## config.mk

```make
export PLATFORM = sky130hd
export DESIGN_NAME = pipe_ctrl
export DESIGN_NICKNAME = d
export VERILOG_FILES = /design/src/rtl/pipe_ctrl.sv
export SDC_FILE = /design/constraint.sdc
export NUM_CORES = 1
export LEC_CHECK = 0
export CAP_MARGIN = 20
export CORE_ASPECT_RATIO = 0.75
export CORE_MARGIN = 10
export CORE_UTILIZATION = 50
export CTS_CLUSTER_DIAMETER = 100
export CTS_CLUSTER_SIZE = 14
export DETAILED_ROUTE_END_ITERATION = 6
export GPL_ROUTABILITY_DRIVEN = 0
export PLACE_DENSITY = 0.91
export RECOVER_POWER = 100
export REMOVE_ABC_BUFFERS = 1
export SKIP_LAST_GASP = 1
export SLEW_MARGIN = 40
export SYNTH_ARGS = -nofsm -noshare
export SYNTH_HDL_FRONTEND = slang
export SYNTH_SLANG_ARGS = --single-unit
```

## constraint.sdc

```tcl
create_clock -name clk -period 2.8 [get_ports clk]
set_input_delay 0.56 -clock clk [delete_from_list [all_inputs] [get_ports clk]]
set_output_delay 0.56 -clock clk [all_outputs]
set_load 0.02 [all_outputs]
```

## src/rtl/pipe_ctrl.sv

```systemverilog
// Stall/flush sequencer for the F/D/A/M/W pipeline: per-stage valid bits,
// latch write enables, branch redirect select, HALT drain FSM and perf counters.
module pipe_ctrl #(
  parameter int CNT_W = 32
) (
  input  logic             clk,
  input  logic             reset,
  input  logic             stall_ld,
  input  logic             br_mispred,
  input  logic             mem_busy,
  input  logic             halt_D,
  output logic             pc_we,
  output logic             pc_sel_br,
  output logic             fd_we,
  output logic             da_we,
  output logic             am_we,
  output logic             mw_we,
  output logic             dnop,
  output logic             anop,
  output logic             mnop,
  output logic             wnop,
  output logic             halted,
  output logic [CNT_W-1:0] retire_cnt,
  output logic [CNT_W-1:0] stall_cnt
);

  typedef enum logic [1:0] {RUN = 2'd0, DRAIN = 2'd1, HALTED = 2'd2} state_t;

  state_t state_r, state_s;
  logic   d_v_r, a_v_r, m_v_r, w_v_r;
  logic   d_v_s, a_v_s, m_v_s, w_v_s;
  logic   stall_ld_e_s, mis_e_s, mem_e_s, halt_e_s, freeze_s;
  logic   pc_we_s, pc_sel_br_s, fd_we_s, da_we_s, am_we_s, mw_we_s;

  // Hazard arbitration, valid-bit shifting and FSM next state.
  always_comb begin
    stall_ld_e_s = stall_ld & d_v_r;
    mis_e_s      = br_mispred & a_v_r;
    mem_e_s      = mem_busy & m_v_r;
    halt_e_s     = halt_D & d_v_r;
    pc_we_s      = 1'b0;
    pc_sel_br_s  = 1'b0;
    fd_we_s      = 1'b0;
    da_we_s      = 1'b0;
    am_we_s      = 1'b0;
    mw_we_s      = 1'b0;
    freeze_s     = 1'b0;
    d_v_s        = d_v_r;
    a_v_s        = a_v_r;
    m_v_s        = m_v_r;
    w_v_s        = w_v_r;
    state_s      = state_r;
    case (state_r)
      RUN: begin
        if (mem_e_s) begin
          mw_we_s  = 1'b1;
          w_v_s    = 1'b0;
          freeze_s = 1'b1;
        end else if (mis_e_s) begin
          // Squash D and the wrong-path fetch; A and older proceed.
          pc_we_s     = 1'b1;
          pc_sel_br_s = 1'b1;
          fd_we_s     = 1'b1;
          da_we_s     = 1'b1;
          am_we_s     = 1'b1;
          mw_we_s     = 1'b1;
          d_v_s       = 1'b0;
          a_v_s       = 1'b0;
          m_v_s       = a_v_r;
          w_v_s       = m_v_r;
        end else if (stall_ld_e_s) begin
          da_we_s  = 1'b1;
          am_we_s  = 1'b1;
          mw_we_s  = 1'b1;
          a_v_s    = 1'b0;
          m_v_s    = a_v_r;
          w_v_s    = m_v_r;
          freeze_s = 1'b1;
        end else begin
          pc_we_s = 1'b1;
          fd_we_s = 1'b1;
          da_we_s = 1'b1;
          am_we_s = 1'b1;
          mw_we_s = 1'b1;
          d_v_s   = ~halt_e_s;
          a_v_s   = d_v_r;
          m_v_s   = a_v_r;
          w_v_s   = m_v_r;
          if (halt_e_s) begin
            state_s = DRAIN;
          end else begin
            state_s = RUN;
          end
        end
      end
      DRAIN: begin
        d_v_s = 1'b0;
        if (mem_e_s) begin
          mw_we_s  = 1'b1;
          w_v_s    = 1'b0;
          freeze_s = 1'b1;
        end else begin
          da_we_s = 1'b1;
          am_we_s = 1'b1;
          mw_we_s = 1'b1;
          a_v_s   = 1'b0;
          m_v_s   = a_v_r;
          w_v_s   = m_v_r;
        end
        // HALTED once the HALT itself leaves W on this edge.
        if (!a_v_s && !m_v_s && !w_v_s) begin
          state_s = HALTED;
        end else begin
          state_s = DRAIN;
        end
      end
      HALTED: begin
        state_s = HALTED;
      end
      default: begin
        state_s = RUN;
        d_v_s   = 1'b0;
        a_v_s   = 1'b0;
        m_v_s   = 1'b0;
        w_v_s   = 1'b0;
      end
    endcase
  end

  // State, valid bits and performance counters.
  always_ff @(posedge clk) begin
    if (reset) begin
      state_r    <= RUN;
      d_v_r      <= 1'b0;
      a_v_r      <= 1'b0;
      m_v_r      <= 1'b0;
      w_v_r      <= 1'b0;
      retire_cnt <= {CNT_W{1'b0}};
      stall_cnt  <= {CNT_W{1'b0}};
    end else begin
      state_r <= state_s;
      d_v_r   <= d_v_s;
      a_v_r   <= a_v_s;
      m_v_r   <= m_v_s;
      w_v_r   <= w_v_s;
      if (w_v_r && (state_r != HALTED)) begin
        retire_cnt <= retire_cnt + {{(CNT_W-1){1'b0}}, 1'b1};
      end else begin
        retire_cnt <= retire_cnt;
      end
      if (freeze_s && (state_r != HALTED)) begin
        stall_cnt <= stall_cnt + {{(CNT_W-1){1'b0}}, 1'b1};
      end else begin
        stall_cnt <= stall_cnt;
      end
    end
  end

  assign pc_we     = ~reset & pc_we_s;
  assign pc_sel_br = ~reset & pc_sel_br_s;
  assign fd_we     = ~reset & fd_we_s;
  assign da_we     = ~reset & da_we_s;
  assign am_we     = ~reset & am_we_s;
  assign mw_we     = ~reset & mw_we_s;
  assign dnop      = reset | ~d_v_r;
  assign anop      = reset | ~a_v_r;
  assign mnop      = reset | ~m_v_r;
  assign wnop      = reset | ~w_v_r;
  assign halted    = ~reset & (state_r == HALTED);

endmodule
```

==> results.json <==
{
  "cts_tree": "yes",
  "crit_path_max_fanout": 4,
  "avgSynthCellArea_sq_um": 8.30,
  "setup_viol": 0,
  "num_io_pins": 81,
  "grt_pass1_wl_mm": 17.0,
  "status": "complete, no violations",
  "p_leak_nw": 1.85,
  "synthCells": 449,
  "seqPwrFrac": 0.453,
  "yosys_warnings": 0,
  "hpwl_mm": 7.51,
  "tightestPinTransition_ns": 1.05,
  "cts_sinks": 70,
  "vias": 3701,
  "synth_edf_count": 0,
  "rsz0062_at_grt": "no",
  "pwr-share-comb": 0.056,
  "route.detailed.drc": 0,
  "maxSlewViolCount": 0,
  "critPathKind": "input pin to output port",
  "vdd_drop_max_mv": 0.376,
  "fin_util": 0.664,
  "async_reset_ff_frac": 0,
  "yosysUniqueCellTypes": 49,
  "grt_use_total": 0.176,
  "pre_cts_ws_ns": 0.0429,
  "crit_path_end_kind": "output port",
  "setup_ws_ns": 0.142,
  "portBuffers": 80,
  "grt_pass1_vias": 3518,
  "cp_cell_sequence": "dlygate4sd3_1 > nand2_1 > nor3_1 > clkdlybuf4s50_1",
  "grt_overflow_total": 0,
  "maxCapViolations": 0,
  "diodes": 0,
  "multi_input_comb_area_sq_um": 2150,
  "dieHeight_um": 94.8,
  "hold_class": "register to register",
  "regArea_sq_um": 1400,
  "firstDrtPassIters": 5,
  "clk_latency_ns": 0.34,
  "cp_slowest_stage_delay_ns": 0.64,
  "die_x_um": 120,
  "core-area_sq_um": 7300,
  "hold_viol": 0,
  "cts_buffer_depth": 2,
  "vias_per_cell": 5.87,
  "fillerInstances": 611,
  "start_util": 0.511,
  "areaGrowthSynthToFinish_pct": 30.0,
  "wl_per_cell_um": 16.5,
  "relSlewSlack": 0.298,
  "drive_gt1_frac": 0.110,
  "crit_slowest_cell": "clkdlybuf4s50_1",
  "fin_skew_ns": 0.00877,
  "tns_ns": 0,
  "startpoint_type": "input pin",
  "drtIter0Drc": 308,
  "syn-cell-area_sq_um": 3730,
  "cts.reportedPaths.clkPinSlew_ns": 0.08,
  "rows": 27,
  "crit_required_ns": 2.24,
  "post-cts-setup-buffers": 0,
  "synth-seq-cells": 70,
  "grt_start_max_net_pins": 62,
  "ant_nets": 0,
  "min_period_over_period": 0.949,
  "ys.flop_type": "dfxtp_1",
  "cts_made_buffers": 9,
  "clock-root-buffer": "clkbuf_8",
  "p_int_mw": 1.76,
  "antenna_found_initial": 0,
  "final_nets": 532,
  "cts-htree-levels": 3,
  "cp_data_arrival_time_ns": 2.10,
  "crit_family": "buffers and inverters",
  "p_per_area_nw_per_um2": 462,
  "netSwitchingFraction": 0.215,
  "cp_num_buf_inv": 2,
  "p_switching_uw": 481,
  "p_clk_frac": 0.491,
  "fmax_ghz": 0.376,
  "post-route-min-period_ns": 2.66,
  "die-area_sq_um": 11300,
  "wl_mm": 10.4,
  "seq_area_frac_synth": 0.376
}
cell usage in the layout (no fill, tap or decap), types with 11 or more instances in the layout:
cell,netlist,layout
dlygate4sd3_1,0,73
dfxtp_1,70,70
nor2_1,44,44
a21oi_1,30,30
nand2_1,27,27
nor2b_1,26,26
mux2_2,27,25
nand4_1,21,21
nor4_1,20,21
nand3_1,19,19
or4_1,16,16
o31ai_1,15,15
o21ai_0,13,13
or3_1,11,11
tightest hold or removal path, cell delays in order (launching register included):
cell	delay, ns
dfxtp_1	0.34
nand2_1	0.07
a21oi_1	0.06
sequential cells by signal, summed over array words and instances (netlist names):
register,flops
stall_cnt,32
m_v_r,1
a_v_r,1
retire_cnt,32
d_v_r,1
state_r,2
w_v_r,1
metal layers:
layer | GRT usage | up-vias | routed length, um | part of all wire
met2 | 0.294 | 125 | 5030 | 0.48
met5 | 0 | - | 0 | 0
met1 | 0.213 | 1753 | 4440 | 0.43
met3 | 0.0560 | 15 | 786 | 0.076
li1 | - | 1808 | - | -
met4 | 0.0561 | 0 | 125 | 0.012
power by group through the flow:
stage               sequential (mW)  clock, mW  combinational (mW)
finish                         1.01       1.10               0.126
global route                   1.01       1.15               0.138
global placement               1.04          0               0.133
floorplan                      1.04          0              0.0573
CTS                            1.01       1.12               0.138
detailed placement             1.04          0               0.138
cell families after synthesis:
group	share of synthesized area
and+or+nand+nor	0.352
AOI/OAI and AO/OA	0.119
DFF	0.376
buffers and inverters	0.0430
muxes	0.0842
xor gates and xnor gates	0.0188
adders and majority gates	0.00671
area by class of cell:
class / count / share of cell area
clock buffers: 11 / 0.0292
clock inverters: 5 / 0.0266
inverters: 9 / 0.00697
multi-input cells: 341 / 0.445
flip-flops and latches: 70 / 0.289
well taps: 101 / 0.0261
repair buffers: 93 / 0.177
path summary, 6_finish.rpt:
kind / startpoint / endpoint / slack (ns) / cells after the start
worst min register to register: retire_cnt[1]$_SDFFE_PP0P_ / retire_cnt[1]$_SDFFE_PP0P_ / 0.51 / 2
worst min-delay path: retire_cnt[1]$_SDFFE_PP0P_ / retire_cnt[1]$_SDFFE_PP0P_ / 0.51 / 2
worst max register to register: state_r[0]$_SDFFE_PP0P_ / retire_cnt[23]$_SDFFE_PP0P_ / 0.38 / 4
worst max-delay path: br_mispred / pc_sel_br / 0.14 / 4
synth_stat cells, types with 2 or more instances:
| cell | instances | area (sq um) |
|---|---|---|
| and4_1 | 10 | 87.6 |
| or4_1 | 16 | 120 |
| nor4_1 | 20 | 125 |
| o31ai_1 | 15 | 113 |
| or3_1 | 11 | 68.8 |
| o2111ai_1 | 2 | 17.5 |
| and2_1 | 8 | 50.1 |
| nand2_1 | 27 | 101 |
| xnor2_1 | 2 | 17.5 |
| nand2b_1 | 5 | 31.3 |
| buf_4 | 2 | 15.0 |
| ha_1 | 2 | 25.0 |
| or2_2 | 2 | 12.5 |
| clkbuf_1 | 17 | 63.8 |
| buf_2 | 8 | 40.0 |
| nor3_1 | 8 | 40.0 |
| inv_1 | 9 | 33.8 |
| nor2b_1 | 26 | 163 |
| and3_1 | 6 | 37.5 |
| xor2_1 | 6 | 52.6 |
| buf_1 | 2 | 7.51 |
| dfxtp_1 | 70 | 1400 |
| nand4_1 | 21 | 131 |
| a21oi_1 | 30 | 150 |
| nor2_1 | 44 | 165 |
| nand3_1 | 19 | 95.1 |
| o21ai_0 | 13 | 65.1 |
| mux2_2 | 27 | 304 |
through the flow:
stage               total power [mW]  std cells  hold slack (ns)  cell area, sq um
global route                    2.30        630            0.522              4850
CTS                             2.27        630            0.509              4890
floorplan                       1.09        420            0.509              3600
finish                          2.24        630            0.506              4850
detailed placement              1.17        614            0.498              4620
global placement                1.17        614            0.473              4620
what timing repair did:
| action | CTS | global route |
|---|---|---|
| resized for setup | 0 | 2 |
| hold buffers | 0 | 0 |
| endpoints found under the setup margin | 0 | 2 |
Note: power is estimated with default switching activity, not from simulation.
